File: src/rtl/cla_add_sequencer_pkg.sv
// Shared constants and FSM state type for the multi-precision add/subtract sequencer.
package cla_add_sequencer_pkg;

  localparam int unsigned BeatW  = 16;
  localparam int unsigned NumReq = 2;

  typedef enum logic [1:0] {
    StIdle,
    StRun,
    StDone
  } state_e;

endpackage

File: src/rtl/cla_add_sequencer_if.sv
// Request/response bundle between the two issue clients, the consumer and the sequencer.
interface cla_add_sequencer_if #(
  parameter int unsigned WORDS = 4
);
  import cla_add_sequencer_pkg::*;

  localparam int unsigned W = BeatW * WORDS;

  logic [NumReq-1:0] req_valid;
  logic [NumReq-1:0] req_ready;
  logic [W-1:0]      req_a0;
  logic [W-1:0]      req_b0;
  logic              req_sub0;
  logic [W-1:0]      req_a1;
  logic [W-1:0]      req_b1;
  logic              req_sub1;

  logic              rsp_valid;
  logic              rsp_ready;
  logic              rsp_id;
  logic [W-1:0]      rsp_sum;
  logic              rsp_cout;
  logic              rsp_ovf;

  modport master (
    output req_valid, req_a0, req_b0, req_sub0, req_a1, req_b1, req_sub1, rsp_ready,
    input  req_ready, rsp_valid, rsp_id, rsp_sum, rsp_cout, rsp_ovf
  );

  modport slave (
    input  req_valid, req_a0, req_b0, req_sub0, req_a1, req_b1, req_sub1, rsp_ready,
    output req_ready, rsp_valid, rsp_id, rsp_sum, rsp_cout, rsp_ovf
  );

endinterface

File: src/rtl/carry_lookahead_adder_16bit.sv
// 16-bit adder: four 4-bit groups with group generate/propagate and lookahead group carries.
module carry_lookahead_adder_16bit (
  input  logic [15:0] i_a,
  input  logic [15:0] i_b,
  input  logic        i_cin,
  output logic [15:0] o_sum,
  output logic        o_cout
);

  logic [15:0] w_g;
  logic [15:0] w_p;
  logic [3:0]  w_gg;
  logic [3:0]  w_gp;
  logic [4:0]  w_cg;
  logic        w_c;

  always_comb begin
    w_g = i_a & i_b;
    w_p = i_a ^ i_b;
    for (int j = 0; j < 4; j++) begin
      w_gg[j] = w_g[4*j+3]
              | (w_p[4*j+3] & w_g[4*j+2])
              | (w_p[4*j+3] & w_p[4*j+2] & w_g[4*j+1])
              | (w_p[4*j+3] & w_p[4*j+2] & w_p[4*j+1] & w_g[4*j]);
      w_gp[j] = &w_p[4*j +: 4];
    end

    w_cg[0] = i_cin;
    w_cg[1] = w_gg[0] | (w_gp[0] & i_cin);
    w_cg[2] = w_gg[1] | (w_gp[1] & w_gg[0]) | (w_gp[1] & w_gp[0] & i_cin);
    w_cg[3] = w_gg[2] | (w_gp[2] & w_gg[1]) | (w_gp[2] & w_gp[1] & w_gg[0])
            | (w_gp[2] & w_gp[1] & w_gp[0] & i_cin);
    w_cg[4] = w_gg[3] | (w_gp[3] & w_gg[2]) | (w_gp[3] & w_gp[2] & w_gg[1])
            | (w_gp[3] & w_gp[2] & w_gp[1] & w_gg[0])
            | (w_gp[3] & w_gp[2] & w_gp[1] & w_gp[0] & i_cin);

    // Bit carries inside each group start from that group's lookahead carry.
    o_sum = '0;
    w_c   = 1'b0;
    for (int j = 0; j < 4; j++) begin
      w_c = w_cg[j];
      for (int i = 0; i < 4; i++) begin
        o_sum[4*j+i] = w_p[4*j+i] ^ w_c;
        w_c          = w_g[4*j+i] | (w_p[4*j+i] & w_c);
      end
    end
    o_cout = w_cg[4];
  end

endmodule

File: src/rtl/cla_add_sequencer.sv
// Round-robin shares one 16-bit CLA between two requesters, running each W-bit add/sub
// least-significant beat first with the carry chained through a register.
module cla_add_sequencer
  import cla_add_sequencer_pkg::*;
#(
  parameter int unsigned WORDS = 4
) (
  input  logic              i_clk,
  input  logic              i_rst,
  cla_add_sequencer_if.slave bus
);

  localparam int unsigned W        = BeatW * WORDS;
  localparam int unsigned BeatCntW = (WORDS > 1) ? $clog2(WORDS) : 1;
  localparam logic [BeatCntW-1:0] LastBeat = BeatCntW'(WORDS - 1);

  state_e              r_state;
  state_e              w_state_next;
  logic                r_last_grant;
  logic                r_id;
  logic                r_sub;
  logic                r_carry;
  logic [BeatCntW-1:0] r_beat;
  logic [W-1:0]        r_a;
  logic [W-1:0]        r_b;
  logic [W-1:0]        r_sum;

  logic [NumReq-1:0]   w_grant;
  logic                w_accept;
  logic                w_done;
  logic                w_last_beat;
  logic                w_sel_sub;
  logic [W-1:0]        w_sel_a;
  logic [W-1:0]        w_sel_b;
  logic [W-1:0]        w_sum_next;
  logic [BeatW-1:0]    w_add_a;
  logic [BeatW-1:0]    w_add_b;
  logic [BeatW-1:0]    w_add_sum;
  logic                w_add_cin;
  logic                w_add_cout;

  // Contention goes to whichever requester was not granted last.
  always_comb begin
    w_grant = '0;
    if (&bus.req_valid) begin
      w_grant = r_last_grant ? 2'b01 : 2'b10;
    end else begin
      w_grant = bus.req_valid;
    end
  end

  assign bus.req_ready = (r_state == StIdle) ? w_grant : '0;
  assign w_accept      = |bus.req_ready;
  assign w_sel_a       = w_grant[1] ? bus.req_a1   : bus.req_a0;
  assign w_sel_b       = w_grant[1] ? bus.req_b1   : bus.req_b0;
  assign w_sel_sub     = w_grant[1] ? bus.req_sub1 : bus.req_sub0;
  assign w_last_beat   = (r_beat == LastBeat);
  assign w_done        = (r_state == StDone);

  always_comb begin
    w_state_next = r_state;
    unique case (r_state)
      StIdle:  if (w_accept) w_state_next = StRun;
      StRun:   if (w_last_beat) w_state_next = StDone;
      StDone:  if (bus.rsp_ready) w_state_next = StIdle;
      default: w_state_next = StIdle;
    endcase
  end

  always_ff @(posedge i_clk) begin
    if (i_rst) begin
      r_state <= StIdle;
    end else begin
      r_state <= w_state_next;
    end
  end

  always_comb begin
    w_add_a    = '0;
    w_add_b    = '0;
    w_sum_next = r_sum;
    for (int k = 0; k < int'(WORDS); k++) begin
      if (r_beat == k[BeatCntW-1:0]) begin
        w_add_a = r_a[k*BeatW +: BeatW];
        w_add_b = r_b[k*BeatW +: BeatW];
        w_sum_next[k*BeatW +: BeatW] = w_add_sum;
      end
    end
  end

  // The +1 of a subtract enters as the carry-in of beat 0.
  assign w_add_cin = (r_beat == '0) ? r_sub : r_carry;

  carry_lookahead_adder_16bit u_adder (
    .i_a    (w_add_a),
    .i_b    (w_add_b),
    .i_cin  (w_add_cin),
    .o_sum  (w_add_sum),
    .o_cout (w_add_cout)
  );

  always_ff @(posedge i_clk) begin
    if (i_rst) begin
      r_last_grant <= 1'b1;
      r_id         <= 1'b0;
      r_sub        <= 1'b0;
      r_carry      <= 1'b0;
      r_beat       <= '0;
      r_a          <= '0;
      r_b          <= '0;
      r_sum        <= '0;
    end else begin
      if (w_accept) begin
        r_last_grant <= w_grant[1];
        r_id         <= w_grant[1];
        r_sub        <= w_sel_sub;
        r_a          <= w_sel_a;
        r_b          <= w_sel_sub ? ~w_sel_b : w_sel_b;
        r_beat       <= '0;
      end
      if (r_state == StRun) begin
        r_sum   <= w_sum_next;
        r_carry <= w_add_cout;
        r_beat  <= r_beat + 1'b1;
      end
    end
  end

  assign bus.rsp_valid = w_done;
  assign bus.rsp_id    = w_done & r_id;
  assign bus.rsp_sum   = w_done ? r_sum : '0;
  assign bus.rsp_cout  = w_done & r_carry;
  assign bus.rsp_ovf   = w_done & (r_a[W-1] == r_b[W-1]) & (r_sum[W-1] != r_a[W-1]);

endmodule

File: src/flat_wrapper.sv
// flat-port wrapper written by rule: the top's interface ports become plain ports
module cla_add_sequencer_flat import cla_add_sequencer_pkg::*;
#(
  parameter int unsigned WORDS = 4
)
  (i_clk, i_rst, bus_req_valid, bus_req_a0, bus_req_b0, bus_req_sub0, bus_req_a1, bus_req_b1, bus_req_sub1, bus_rsp_ready, bus_req_ready, bus_rsp_valid, bus_rsp_id, bus_rsp_sum, bus_rsp_cout, bus_rsp_ovf);
  cla_add_sequencer_if #(.WORDS(WORDS)) bus_i ();
  input  logic i_clk;
  input  logic i_rst;
  input wire logic [$bits(bus_i.req_valid)-1:0] bus_req_valid;
  input wire logic [$bits(bus_i.req_a0)-1:0] bus_req_a0;
  input wire logic [$bits(bus_i.req_b0)-1:0] bus_req_b0;
  input wire logic [$bits(bus_i.req_sub0)-1:0] bus_req_sub0;
  input wire logic [$bits(bus_i.req_a1)-1:0] bus_req_a1;
  input wire logic [$bits(bus_i.req_b1)-1:0] bus_req_b1;
  input wire logic [$bits(bus_i.req_sub1)-1:0] bus_req_sub1;
  input wire logic [$bits(bus_i.rsp_ready)-1:0] bus_rsp_ready;
  output wire logic [$bits(bus_i.req_ready)-1:0] bus_req_ready;
  output wire logic [$bits(bus_i.rsp_valid)-1:0] bus_rsp_valid;
  output wire logic [$bits(bus_i.rsp_id)-1:0] bus_rsp_id;
  output wire logic [$bits(bus_i.rsp_sum)-1:0] bus_rsp_sum;
  output wire logic [$bits(bus_i.rsp_cout)-1:0] bus_rsp_cout;
  output wire logic [$bits(bus_i.rsp_ovf)-1:0] bus_rsp_ovf;
  assign bus_i.req_valid = bus_req_valid;
  assign bus_i.req_a0 = bus_req_a0;
  assign bus_i.req_b0 = bus_req_b0;
  assign bus_i.req_sub0 = bus_req_sub0;
  assign bus_i.req_a1 = bus_req_a1;
  assign bus_i.req_b1 = bus_req_b1;
  assign bus_i.req_sub1 = bus_req_sub1;
  assign bus_i.rsp_ready = bus_rsp_ready;
  assign bus_req_ready = bus_i.req_ready;
  assign bus_rsp_valid = bus_i.rsp_valid;
  assign bus_rsp_id = bus_i.rsp_id;
  assign bus_rsp_sum = bus_i.rsp_sum;
  assign bus_rsp_cout = bus_i.rsp_cout;
  assign bus_rsp_ovf = bus_i.rsp_ovf;
  cla_add_sequencer #(.WORDS(WORDS)) u_core (.i_clk(i_clk), .i_rst(i_rst), .bus(bus_i));
endmodule
File: config.mk
export PLATFORM = sky130hd
export DESIGN_NAME = cla_add_sequencer_flat
export DESIGN_NICKNAME = d
export VERILOG_FILES = /design/src/rtl/cla_add_sequencer_pkg.sv /design/src/rtl/cla_add_sequencer_if.sv /design/src/rtl/carry_lookahead_adder_16bit.sv /design/src/rtl/cla_add_sequencer.sv /design/src/flat_wrapper.sv
export SDC_FILE = /design/constraint.sdc
export NUM_CORES = 1
export LEC_CHECK = 0
export BUFFER_PORTS_ARGS = -buffer_cell sky130_fd_sc_hd__buf_4
export CAP_MARGIN = 20
export CELL_PAD_IN_SITES_DETAIL_PLACEMENT = 0
export CELL_PAD_IN_SITES_GLOBAL_PLACEMENT = 2
export CORE_MARGIN = 8
export CORE_UTILIZATION = 33
export DETAILED_ROUTE_END_ITERATION = 12
export PLACE_DENSITY = 0.84
export REMOVE_ABC_BUFFERS = 1
export SETUP_SLACK_MARGIN = 0.5
export SKIP_CTS_REPAIR_TIMING = 1
export SLEW_MARGIN = 0
export SYNTH_ARGS = -nofsm -noshare
export SYNTH_HDL_FRONTEND = slang
export SYNTH_HIERARCHICAL = 1
export SYNTH_SLANG_ARGS = --single-unit
File: constraint.sdc
create_clock -name i_clk -period 10 [get_ports i_clk]
set_input_delay 0.5 -clock i_clk [delete_from_list [all_inputs] [get_ports i_clk]]
set_output_delay 0.5 -clock i_clk [all_outputs]
set_load 0.02 [all_outputs]
==> impl_metrics.env <==
export IMPL_fin_worst_skew_ns=0.0134
export IMPL_rr_startpoint="u_core/r_beat[1]"
export IMPL_synth_top_area_share=0.334
export IMPL_drt_wl_total_um=38900
export IMPL_leakage_nw=6.28
export IMPL_core_area_um2=35700
export IMPL_fin_ws_ns=5.42
export IMPL_worstPathRequired_ns=10.35
export IMPL_grt_pass1_vias=10700
export IMPL_rsz0062_at_grt="false"
export IMPL_async_reset_ff_frac=0
export IMPL_syn_cell_area_um2=12000
export IMPL_vias=10600
export IMPL_grt_pass1_wl_um=60200
export IMPL_grt_max_degree=132
export IMPL_multi_input_area_um2=7110
export IMPL_crit_type="reg -> reg"
export IMPL_critPathSlowestCell="ha_2"
export IMPL_clockRootBuffer="clkbuf_16"
export IMPL_status="finished clean"
export IMPL_drtIter0Drc=743
export IMPL_synth_top_cells_by_count="231 x nand2_1, 203 x a21oi_1, 200 x dfxtp_1"
export IMPL_fp_dieH_um=206
export IMPL_routedWlPerCell_um=18.3
export IMPL_clkTransAtPathRegs_ns=0.07
export IMPL_portBuffers=332
export IMPL_worst_hold_slack_ns=0.346
export IMPL_rows=69
export IMPL_setup_violations=0
export IMPL_tightest_slew_ns=1.13
export IMPL_synth_most_common_cell="nand2_1"
export IMPL_io_pins=333
export IMPL_synth_ff_type="dfxtp_1"
export IMPL_slew_violations=0
export IMPL_timing_setup_tns_ns=0
export IMPL_crit_chain="inv_1 > ha_2 > buf_4 > a21oi_1 > o21ai_0 > a22o_1 > ha_1 > a21oi_1 > o21ai_2 > or3b_1 > nand3_2 > fa_1 > fa_1 > fa_1 > xor2_1 > nand2_1 > a21oi_1"
export IMPL_ant_nets=0
export IMPL_reg2reg_slack_ns=5.42
export IMPL_r2r_cells=17
export IMPL_cts_tree="built"
export IMPL_dieArea_um2=42600
export IMPL_drive_above_1_share=0.249
export IMPL_synthSimpleGateAreaFrac=0.128
export IMPL_synth_seq_cells=200
export IMPL_maxSlewHeadroom=0.247
export IMPL_avgViaCountPerCell=4.98
export IMPL_synth_top_area_cell="dfxtp_1"
export IMPL_yosys_area_share_adder=0.0410
export IMPL_slowest_delay_ns=0.46
export IMPL_hold_depth=3
export IMPL_layout_area_seq_um2=4000
export IMPL_cp_end_kind="flop"
export IMPL_synth_top_family_by_area="compound AO/OA/AOI/OAI gates"
export IMPL_cts_buffers_inserted=17
export IMPL_clk_latency_ns=0.43
export IMPL_reg2reg_to="u_core/r_sum[63]"
export IMPL_nets=1943
export IMPL_grt_overflow=0
export IMPL_synth_edf_count=0
export IMPL_dp_slack_ns=5.40
export IMPL_finalCritPeriodShare=0.458
export IMPL_yosysWarnings=6
export IMPL_drc=0
export IMPL_finalCriticalPeriod_ns=4.58
export IMPL_synth_cells=1418
export IMPL_synth_area_per_cell_um2=8.44
export IMPL_place_gp_congestion=0.765
export IMPL_synth_xor_area_share=0.0966
export IMPL_min_to="u_core/r_state[1]"
export IMPL_critical_path_peak_fanout=44
export IMPL_p_per_area_nw_per_um2=144
export IMPL_htree_num_levels=4
export IMPL_initial_utilization=0.336
export IMPL_fillers=3659
export IMPL_syn2layout_area_growth_pct=25.4
export IMPL_cts_sinks=200
export IMPL_synth_seq_area_share=0.334
export IMPL_cp_arrival_ns=4.93
export IMPL_synth_area_leaders="dfxtp_1 33%, mux2i_1 11%, xor2_1 9.5%"
export IMPL_min_path_type="in -> reg"
export IMPL_hpwlAfterDp_um=27600
export IMPL_fp_dieW_um=206
export IMPL_synth_compound_area_frac=0.215
export IMPL_fmax_mhz=218
export IMPL_antenna_found_initial=0
export IMPL_diodes=0
export IMPL_grt_usage=0.177
export IMPL_cts_buffer_depth=2
export IMPL_start_kind="flop"
export IMPL_muxShareOfSynthArea=0.109
export IMPL_hold_path_startpoint="bus_rsp_ready"
export IMPL_max_cap_violations=0
export IMPL_ir_worst_vdd_mv=0.0840
export IMPL_hold_viol=0
export IMPL_synth_cell_types=52
export IMPL_firstDrtPassIters=5
## sequential cells by signal, summed over array words and instances (netlist names)
| name | cells |
|---|---|
| u_core/r_a | 64 |
| u_core/r_b | 64 |
| u_core/r_beat | 2 |
| u_core/r_carry | 1 |
| u_core/r_id | 1 |
| u_core/r_last_grant | 1 |
| u_core/r_state | 2 |
| u_core/r_sub | 1 |
| u_core/r_sum | 64 |
## how the worst max path moves through the flow
stage / from / endpoint / slack [ns]
2_1_floorplan: bus_req_valid[1] / bus_req_ready[1] / -0.54
3_3_place_gp: u_core/r_beat[1] / u_core/r_sum[47] / 5.55
3_5_place_dp: u_core/r_beat[1] / u_core/r_sum[63] / 5.40
4_1_cts: u_core/r_beat[1] / u_core/r_sum[63] / 5.40
5_1_grt: u_core/r_beat[1] / u_core/r_sum[27] / 5.00
6_report: u_core/r_beat[1] / u_core/r_sum[63] / 5.42
## cell usage in the layout (no fill, tap or decap), types with 3 or more instances in the layout
| cell | Yosys | layout |
|---|---|---|
| inv_6 | 0 | 3 |
| nor2_1 | 7 | 7 |
| o21ai_0 | 32 | 32 |
| clkinvlp_4 | 0 | 3 |
| mux2i_1 | 129 | 129 |
| a211oi_2 | 25 | 25 |
| a22o_1 | 32 | 32 |
| clkbuf_16 | 0 | 17 |
| and3b_1 | 4 | 4 |
| ha_1 | 20 | 16 |
| and2_1 | 67 | 67 |
| buf_4 | 13 | 341 |
| nand3b_1 | 5 | 5 |
| a211oi_1 | 41 | 41 |
| inv_8 | 0 | 4 |
| a21oi_1 | 203 | 203 |
| inv_1 | 49 | 48 |
| fa_1 | 12 | 12 |
| nor2b_1 | 4 | 4 |
| o22ai_1 | 64 | 64 |
| xor2_1 | 130 | 130 |
| nand2_1 | 231 | 231 |
| dfxtp_1 | 200 | 200 |
## per-layer routing
| metal | routed length (um) | up-vias | global-route usage | share of wire |
|---|---|---|---|---|
| li1 | - | 5332 | - | - |
| met1 | 18600 | 4925 | 0.252 | 0.48 |
| met2 | 17800 | 291 | 0.279 | 0.46 |
| met3 | 2150 | 18 | 0.0299 | 0.055 |
| met4 | 297 | 0 | 0.0303 | 0.0076 |
| met5 | 0 | - | 0 | 0 |
## through the flow
stage / std cells / cell area, um2 / total power, mW / utilization
2_1_floorplan: 1287 / 11200 / 1.29 / -
3_3_place_gp: 2090 / 14500 / 1.50 / 0.405
3_5_place_dp: 2090 / 14500 / 1.51 / 0.405
4_1_cts: 2121 / 15000 / 2.19 / 0.421
5_1_grt: 2121 / 15000 / 2.29 / 0.421
6_report: 2121 / 15000 / 2.17 / 0.421
## layout make-up
class,count,area share
timing repair buffer,342,0.172
sequential,200,0.267
tap,461,0.0384
clock inverter,14,0.00950
clock buffer,17,0.0283
inverter,49,0.0122
multi-input combinational,1038,0.473
## cells by family after synthesis
logic type                 count (synthesis)
AOI/OAI and AO/OA                        409
xor gates and xnor gates                 132
adders and majority gates                 32
buffers and inverters                    180
DFF                                      200
muxes                                    130
and+or+nand+nor                          335
## power breakdown
part,switching (mW),internal (mW),total [mW]
clock network,0.332,0.352,0.684
logic,0.324,0.249,0.573
registers,0.0438,0.867,0.911
total,0.700,1.47,2.17
## critical path, delay by kind of cell (launching register included)
family	cells	cell delay (ns)
xor gates and xnor gates	1	0.33
adders and majority gates	5	1.91
and+or+nand+nor	3	0.36
AOI/OAI and AO/OA	6	0.91
DFF	1	0.38
buffers and inverters	2	0.57
Power figures use the tool's default switching activity.
